### src/rtl/uart_tx_arbiter.sv
`default_nettype none
// ============================================================================
//  Module   : uart_tx_arbiter
//  Purpose  : Round-robin arbiter and sequencer that shares one UART
//             transmitter between NUM_REQ byte-stream requesters. A winner is
//             chosen starting at the rotating pointer, its byte is captured
//             and the transmitter start is held until busy is seen. The grant
//             may be held for a burst until the requester's last flag, a
//             dropped valid, or MAX_BURST bytes.
//  Revision : 1.0  initial release
// ----------------------------------------------------------------------------
//  Ports
//    clk            i  system clock, rising edge
//    rst            i  asynchronous active-high reset
//    req_valid_i    i  [NUM_REQ]    requester i presents a byte
//    req_data_i     i  [8*NUM_REQ]  byte of requester i at [8i+7:8i]
//    req_last_i     i  [NUM_REQ]    byte of requester i ends its burst
//    req_ready_o    o  [NUM_REQ]    one-hot accept strobe (valid&ready)
//    grant_o        o  [NUM_REQ]    one-hot registered owner, 0 if unowned
//    uart_start_o   o  start strobe to the transmitter
//    uart_data_o    o  [8] registered copy of the accepted byte
//    uart_ready_i   i  transmitter ready
//    uart_busy_i    i  transmitter busy
//    arb_active_o   o  high whenever the sequencer is not idle
//    timeout_err_o  o  one-cycle pulse when busy never rose after a start
// ============================================================================
module uart_tx_arbiter #(
  parameter int NUM_REQ     = 4,
  parameter int MAX_BURST   = 16,
  parameter int TIMEOUT_CYC = 4096
) (
  input  logic                 clk,
  input  logic                 rst,
  input  logic [NUM_REQ-1:0]   req_valid_i,
  input  logic [8*NUM_REQ-1:0] req_data_i,
  input  logic [NUM_REQ-1:0]   req_last_i,
  output logic [NUM_REQ-1:0]   req_ready_o,
  output logic [NUM_REQ-1:0]   grant_o,
  output logic                 uart_start_o,
  output logic [7:0]           uart_data_o,
  input  logic                 uart_ready_i,
  input  logic                 uart_busy_i,
  output logic                 arb_active_o,
  output logic                 timeout_err_o
);

  localparam int IDX_W = (NUM_REQ > 1) ? $clog2(NUM_REQ) : 1;
  localparam int TO_W  = $clog2(TIMEOUT_CYC);

  localparam logic [TO_W-1:0]  C_TO_LAST   = TO_W'(TIMEOUT_CYC - 1);
  localparam logic [7:0]       C_BURST_MAX = 8'(MAX_BURST);
  localparam logic [IDX_W-1:0] C_IDX_LAST  = IDX_W'(NUM_REQ - 1);

  typedef enum logic [1:0] {
    S_IDLE      = 2'd0,
    S_ISSUE     = 2'd1,
    S_WAIT_DONE = 2'd2,
    S_HOLD      = 2'd3
  } state_t;

  // --------------------------------------------------------------------------
  // State
  // --------------------------------------------------------------------------
  state_t             state_q,  state_d;
  logic [IDX_W-1:0]   ptr_q,    ptr_d;     // first index searched at IDLE
  logic [IDX_W-1:0]   owner_q,  owner_d;   // binary index of current owner
  logic [NUM_REQ-1:0] grant_q,  grant_d;
  logic [7:0]         data_q,   data_d;
  logic               last_q,   last_d;
  logic [7:0]         burst_q,  burst_d;
  logic [TO_W-1:0]    tocnt_q,  tocnt_d;
  logic               start_q,  start_d;
  logic               terr_q,   terr_d;

  // --------------------------------------------------------------------------
  // Combinational helpers
  // --------------------------------------------------------------------------
  logic [7:0]         w_bytes [NUM_REQ];
  logic               w_found;
  logic [IDX_W-1:0]   w_win;
  logic [IDX_W-1:0]   w_scan;
  logic [IDX_W-1:0]   w_next_ptr;
  logic [NUM_REQ-1:0] w_ready;

  for (genvar gi = 0; gi < NUM_REQ; gi++) begin : g_unpack
    assign w_bytes[gi] = req_data_i[8*gi +: 8];
  end

  function automatic logic [NUM_REQ-1:0] f_onehot(input logic [IDX_W-1:0] idx);
    f_onehot      = '0;
    f_onehot[idx] = 1'b1;
  endfunction

  // Rotating priority search: the first valid requester at or after ptr,
  // wrapping modulo NUM_REQ, wins.
  always_comb begin
    w_found = 1'b0;
    w_win   = '0;
    w_scan  = '0;
    for (int k = 0; k < NUM_REQ; k++) begin
      w_scan = IDX_W'((int'(ptr_q) + k) % NUM_REQ);
      if (!w_found && req_valid_i[w_scan]) begin
        w_found = 1'b1;
        w_win   = w_scan;
      end
    end
  end

  // On release the owner drops to lowest priority for the next round.
  assign w_next_ptr = (owner_q == C_IDX_LAST) ? '0 : owner_q + 1'b1;

  // --------------------------------------------------------------------------
  // Next-state and accept logic
  // --------------------------------------------------------------------------
  always_comb begin
    state_d = state_q;
    ptr_d   = ptr_q;
    owner_d = owner_q;
    grant_d = grant_q;
    data_d  = data_q;
    last_d  = last_q;
    burst_d = burst_q;
    tocnt_d = tocnt_q;
    start_d = start_q;
    terr_d  = 1'b0;
    w_ready = '0;

    case (state_q)
      S_IDLE: begin
        if (w_found && uart_ready_i) begin
          w_ready = f_onehot(w_win);
          data_d  = w_bytes[w_win];
          last_d  = req_last_i[w_win];
          owner_d = w_win;
          grant_d = f_onehot(w_win);
          burst_d = 8'd1;
          tocnt_d = '0;
          start_d = 1'b1;
          state_d = S_ISSUE;
        end
      end

      S_ISSUE: begin
        if (uart_busy_i) begin
          start_d = 1'b0;
          state_d = S_WAIT_DONE;
        end else if (tocnt_q == C_TO_LAST) begin
          // Transmitter never acknowledged: abandon the byte and release.
          terr_d  = 1'b1;
          start_d = 1'b0;
          grant_d = '0;
          burst_d = '0;
          ptr_d   = w_next_ptr;
          state_d = S_IDLE;
        end else begin
          tocnt_d = tocnt_q + 1'b1;
        end
      end

      S_WAIT_DONE: begin
        if (!uart_busy_i && uart_ready_i) begin
          if (last_q || (burst_q == C_BURST_MAX)) begin
            grant_d = '0;
            burst_d = '0;
            ptr_d   = w_next_ptr;
            state_d = S_IDLE;
          end else begin
            state_d = S_HOLD;
          end
        end
      end

      S_HOLD: begin
        if (!req_valid_i[owner_q]) begin
          // Owner has nothing more to send; release without losing a byte.
          grant_d = '0;
          burst_d = '0;
          ptr_d   = w_next_ptr;
          state_d = S_IDLE;
        end else if (uart_ready_i) begin
          w_ready = f_onehot(owner_q);
          data_d  = w_bytes[owner_q];
          last_d  = req_last_i[owner_q];
          burst_d = burst_q + 8'd1;
          tocnt_d = '0;
          start_d = 1'b1;
          state_d = S_ISSUE;
        end
      end

      default: begin
        state_d = S_IDLE;
        grant_d = '0;
        start_d = 1'b0;
      end
    endcase
  end

  // --------------------------------------------------------------------------
  // State register
  // --------------------------------------------------------------------------
  always_ff @(posedge clk or posedge rst) begin
    if (rst) begin
      state_q <= S_IDLE;
      ptr_q   <= '0;
      owner_q <= '0;
      grant_q <= '0;
      data_q  <= 8'h00;
      last_q  <= 1'b0;
      burst_q <= 8'd0;
      tocnt_q <= '0;
      start_q <= 1'b0;
      terr_q  <= 1'b0;
    end else begin
      state_q <= state_d;
      ptr_q   <= ptr_d;
      owner_q <= owner_d;
      grant_q <= grant_d;
      data_q  <= data_d;
      last_q  <= last_d;
      burst_q <= burst_d;
      tocnt_q <= tocnt_d;
      start_q <= start_d;
      terr_q  <= terr_d;
    end
  end

  // --------------------------------------------------------------------------
  // Outputs
  // --------------------------------------------------------------------------
  // Accept strobe is combinational; gate it so nothing transfers during reset.
  assign req_ready_o   = rst ? '0 : w_ready;
  assign grant_o       = grant_q;
  assign uart_start_o  = start_q;
  assign uart_data_o   = data_q;
  assign arb_active_o  = (state_q != S_IDLE);
  assign timeout_err_o = terr_q;

endmodule
`default_nettype wire
### config.mk
export PLATFORM = sky130hd
export DESIGN_NAME = uart_tx_arbiter
export DESIGN_NICKNAME = d
export VERILOG_FILES = /design/src/rtl/uart_tx_arbiter.sv
export SDC_FILE = /design/constraint.sdc
export NUM_CORES = 1
export LEC_CHECK = 0
export BUFFER_PORTS_ARGS = -buffer_cell sky130_fd_sc_hd__buf_2
export CORE_MARGIN = 2
export CORE_UTILIZATION = 60
export CTS_CLUSTER_DIAMETER = 50
export CTS_CLUSTER_SIZE = 12
export DETAILED_ROUTE_END_ITERATION = 10
export PLACE_DENSITY = 0.94
export SYNTH_ARGS = -nofsm -noshare
export SYNTH_HDL_FRONTEND = slang
export SYNTH_SLANG_ARGS = --single-unit
### constraint.sdc
create_clock -name clk -period 4 [get_ports clk]
set_input_delay 0.2 -clock clk [delete_from_list [all_inputs] [get_ports clk]]
set_output_delay 0.2 -clock clk [all_outputs]
set_load 0.03 [all_outputs]
After elaboration in Yosys (flattened, before gate mapping):

Index checks and enable logic that the tools add are counted.

* logic and storage cells: 160
* bits of input ports: 44
* flip-flop bits (word level): 41
* output and inout port bits: 19

* eq/ne operators: 17
* bitwise logic cells: 2
* multiplexer cells: 90
* order comparisons: 10
* $add $sub $neg: 6
* reductions and logical operators: 25

Operators with widths (number)
* two-way mux 8 bit: 14
* two-way mux 12 bit: 5
* two-way mux 4 bit: 10
* one-hot mux 12 bit (3 select lines): 1
* two-way mux 2 bit: 17
* binary-select mux 8 bit (select 2 bit): 2
* one-hot mux 8 bit (4 select lines): 1
* two-way mux 1 bit: 24
* AND reduction 6 bit: 4
* < comparator 2 x 3 -> 1 bit (second input constant): 6
* != test 2 bit (second input constant): 9
* one-hot mux 4 bit (4 select lines): 1
* one-hot mux 8 bit (2 select lines): 1
* binary-select mux 1 bit (select 2 bit): 7
* adder 12 x 1 -> 12 bit (second input constant): 1
* == test 12 bit (second input constant): 1
* adder 8 x 1 -> 8 bit (second input constant): 1
* == test 8 x 5 -> 1 bit (second input constant): 1
* one-hot mux 2 bit (4 select lines): 1
* one-hot mux 4 bit (2 select lines): 1
* AND reduction 4 bit: 2
* logical AND 1 bit: 7
* == test 2 bit (second input constant): 3
* greater-or-equal comparator 3 bit (second input constant): 2
* other kinds (17): 28

Longest topological paths before layout:

* depth after elaboration: 19
* gate-level depth with buffers: 9
* depth with buffers taken out: 7

Least setup slack after synthesis:

Ideal clock, no wire load.

* kind: reg2reg
* from: reg owner_q[0]
* to: reg grant_q[0], in the netlist grant_o[0]
* stages on the path, launching flop included: 7
* setup time: 0.121 ns
* path slack: 1.607 ns
* arrival: 2.272 ns
* buffers on the path: 1
* cells stage by stage: dfrtp_1 mux4_2 and2_1 or4_1 buf_2 or2_1 a22o_1

* longest elaborated chain between the ends: 4

Ends and longest elaborated chain
* start: declaration: RTL line 66 `logic [IDX_W-1:0] owner_q, owner_d;`
* start signal: assignment: RTL line 217 `owner_q <= owner_d;`
* binary-select mux 1 bit (select 2 bit): RTL line 174 `if (!req_valid_i[owner_q]) begin`
* two-way mux 1 bit (not written as such): RTL line 174
* != test 2 bit (no source line)
* AND reduction 6 bit (no source line)
* end signal: assignment: RTL line 218 `grant_q <= grant_d;`
* end: declaration: RTL line 67 `logic [NUM_REQ-1:0] grant_q, grant_d;`

No other way between the ends. The select of a mux whose other input is x is not followed.
A chain may end at the register's enable or synchronous reset.

Worst setup path after layout:

* from: reg owner_q[0]
* to: reg grant_q[1], in the netlist grant_o[1]

Same word-level chain as after synthesis.

==> flow_summary.toml <==
[clocking]
cts_buffers = 5
post_cts.repair.setup_buffers = 0
cts-htree-levels = 2
cts_num_sinks = 41
tritoncts = "yes"
cts_root_buffer = "clkbuf_8"
ctsResizeCount = 0
cts_hold_buffers = 0
clkTransAtPathRegs_ps = 80
clk_latency_ps = 300
cts.path.max_buffers = 2

[yosys]
synth.mux.area_fraction = 0.112
synth-compound-area-share = 0.250
ys_ff_latch = 41
ys_warn_count = 0
synth_xor_area_frac = 0
async_flop_share = 1.00
synth_edf_count = 0
syn_nets = 400
syn_area_per_cell_um2 = 9.08
synth_ff_type = "dfrtp_1"
synth_top_family_by_area = "compound AO/OA/AOI/OAI gates"
synthCells = 343
ys_seq_area_frac = 0.329
ys_types = 54
synthAdderAreaFrac = 0.0522
synth-simple-area-share = 0.209
synth_area_um2 = 3120

[hold_path]
hold_path_class = "input pin to asynchronous set/reset pin"

[worst_setup_path]
critPathCaptureType = "register"
cp_max_fo = 15
rrSetupSlack_ps = 960
crit_arrival_ps = 3220
crit_type = "register to register"
required_ps = 4180
worst_setup_path_start_kind = "register"

[die]
die_w_um = 76.1
die_area_um2 = 5790
die_h_um = 76.1
rows = 26
ios = 63
core_area_um2 = 5070
start_util = 0.614

[detailed_routing]
drtAntennaViolNets = 0
remaining_drc_errors = 0
detail_route.vias_per_cell = 6.74
wl_per_cell_um = 17.6
first_iter_violations = 322
drt_first_pass_iters = 5
routed_wl_mm = 8.17
num_vias = 3133

[grt]
track_usage = 0.284
grt_first_pass_wirelength_mm = 13.4
first_global_vias = 2978
antenna_found_initial = 0
grt_overflow_total = 0
grt_max_degree = 42

[timing]
maxSlewViolCount = 0
max_slew_margin = 0.404
finalSetupViolations = 0
fin_skew_ps = 7.09
max_freq_mhz = 329
holdWs_ps = 61.1
timing.final.hold_violations = 0
setup_tns_ps = 0
finalCritPeriodShare = 0.760
tightest_slew_ps = 894
rsz0062_at_grt = "no"
final.min_clock_period_ps = 3040

[final_layout]
mostFrequentLayoutCell = "buf_2"
fin_cells = 465
drive_gt1_frac = 0.243
nets = 452
regArea_um2 = 1030
n_antenna_cell = 0
final.fill_count = 399
multi_input_area_um2 = 1940
area_growth_pct = 13.7
layout_common_cells = "buf_2 (62), dfrtp_1 (41), o21ai_0 (25), a31oi_1 (22), nand2_1 (19)"

[pwr]
p_leak_nw = 1.54
p_per_area_nw_per_um2 = 629
vdd_drop_max_mv = 0.525

[placed_design]
dpl.cell_count = 458
dp_hpwl_mm = 5.74
gp_congestion = 0.878
port_buffers = 62

[status]
status = "finished clean"

[job]
cap_violations = 0
[power breakdown]
part           internal (W)  switching [W]  total (W)  leakage (nW)
Clock              0.000137       0.000146   0.000283        0.0443
Sequential         0.000527       0.000137   0.000664         0.531
Combinational      0.000493       0.000789    0.00128         0.967
Total               0.00116        0.00107    0.00223          1.54
[sequential cells by signal, summed over array words and instances (netlist names)]
register and count:
burst_q 8, grant_o 4, last_q 1, owner_q 2
ptr_q 2, state_q 2, timeout_err_o 1, tocnt_q 12
uart_data_o 8, uart_start_o 1
[cells in the mapped netlist, drive strengths merged (3+ instances only)]
master | n | area [um^2]
a211oi | 3 | 22.5
a21o | 10 | 75.1
a21oi | 11 | 55.1
a31oi | 22 | 138
a32oi | 4 | 35.0
a41oi | 4 | 35.0
and3 | 4 | 25.0
and4 | 4 | 35.0
buf | 7 | 36.3
clkbuf | 14 | 52.6
dfrtp | 41 | 1030
ha | 13 | 163
inv | 16 | 60.1
mux2i | 10 | 100
mux4 | 10 | 225
nand2 | 19 | 71.3
nand2b | 13 | 81.3
nand3 | 16 | 80.1
nand4 | 12 | 75.1
nor2 | 14 | 52.6
nor3 | 8 | 45.0
o21ai | 27 | 135
o31ai | 16 | 120
o41ai | 5 | 51.3
or2 | 7 | 46.3
or3 | 3 | 18.8
or4 | 4 | 37.5
[path summary, 6_finish.rpt]
| check | from | to | depth (start not counted) |
|---|---|---|---|
| min reg2reg | grant_o[3] | grant_o[3] | 1 |
| min in group clk | req_data_i[20] | uart_data_o[4] | 3 |
| min | rst | uart_data_o[1] | 3 |
| max in group asynchronous | rst | tocnt_q[11] | 3 |
| max reg2reg | owner_q[0] | grant_o[1] | 5 |
| max | owner_q[0] | grant_o[1] | 5 |
[per-stage QoR]
step / setup slack, ps / util / total power (W) / instance area (um^2)
after CTS: 999 / 0.698 / 0.00221 / 3540
after global placement: 1060 / 0.681 / 0.00187 / 3460
after floorplan: 1610 / - / 0.00161 / 3120
final: 961 / 0.698 / 0.00223 / 3540
after global routing: 827 / 0.698 / 0.00237 / 3540
after detailed placement: 1000 / 0.681 / 0.00192 / 3460
[critical path: stages, from the launching register on]
cell and delay, ps:
dfrtp_1 890, mux4_2 650, and2_1 200, or4_1 590
or2_1 340, a22o_1 260
[cell families after synthesis]
kind of cell    Yosys count
compound gates          115
mux                      22
fa+ha+maj                13
flops                    41
simple gates            115
buf+inv                  37
[per-layer routing]
| layer | global-route usage | up-vias | routed length (um) | share of wire |
|---|---|---|---|---|
| met3 | 0.0415 | 30 | 767 | 0.094 |
| met1 | 0.368 | 1453 | 3270 | 0.40 |
| met2 | 0.479 | 212 | 3970 | 0.49 |
| met4 | 0.120 | 0 | 160 | 0.020 |
| li1 | - | 1438 | - | - |
| met5 | 0 | - | 0 | 0 |
[final cells by class]
| class | count | area share |
|---|---|---|
| multi-input combinational | 265 | 0.548 |
| sequential | 41 | 0.290 |
| timing repair buffer | 66 | 0.0960 |
| tap | 70 | 0.0247 |
| clock buffer | 7 | 0.0244 |
| inverter | 16 | 0.0169 |
No activity file was read; power rests on OpenSTA's default activity.
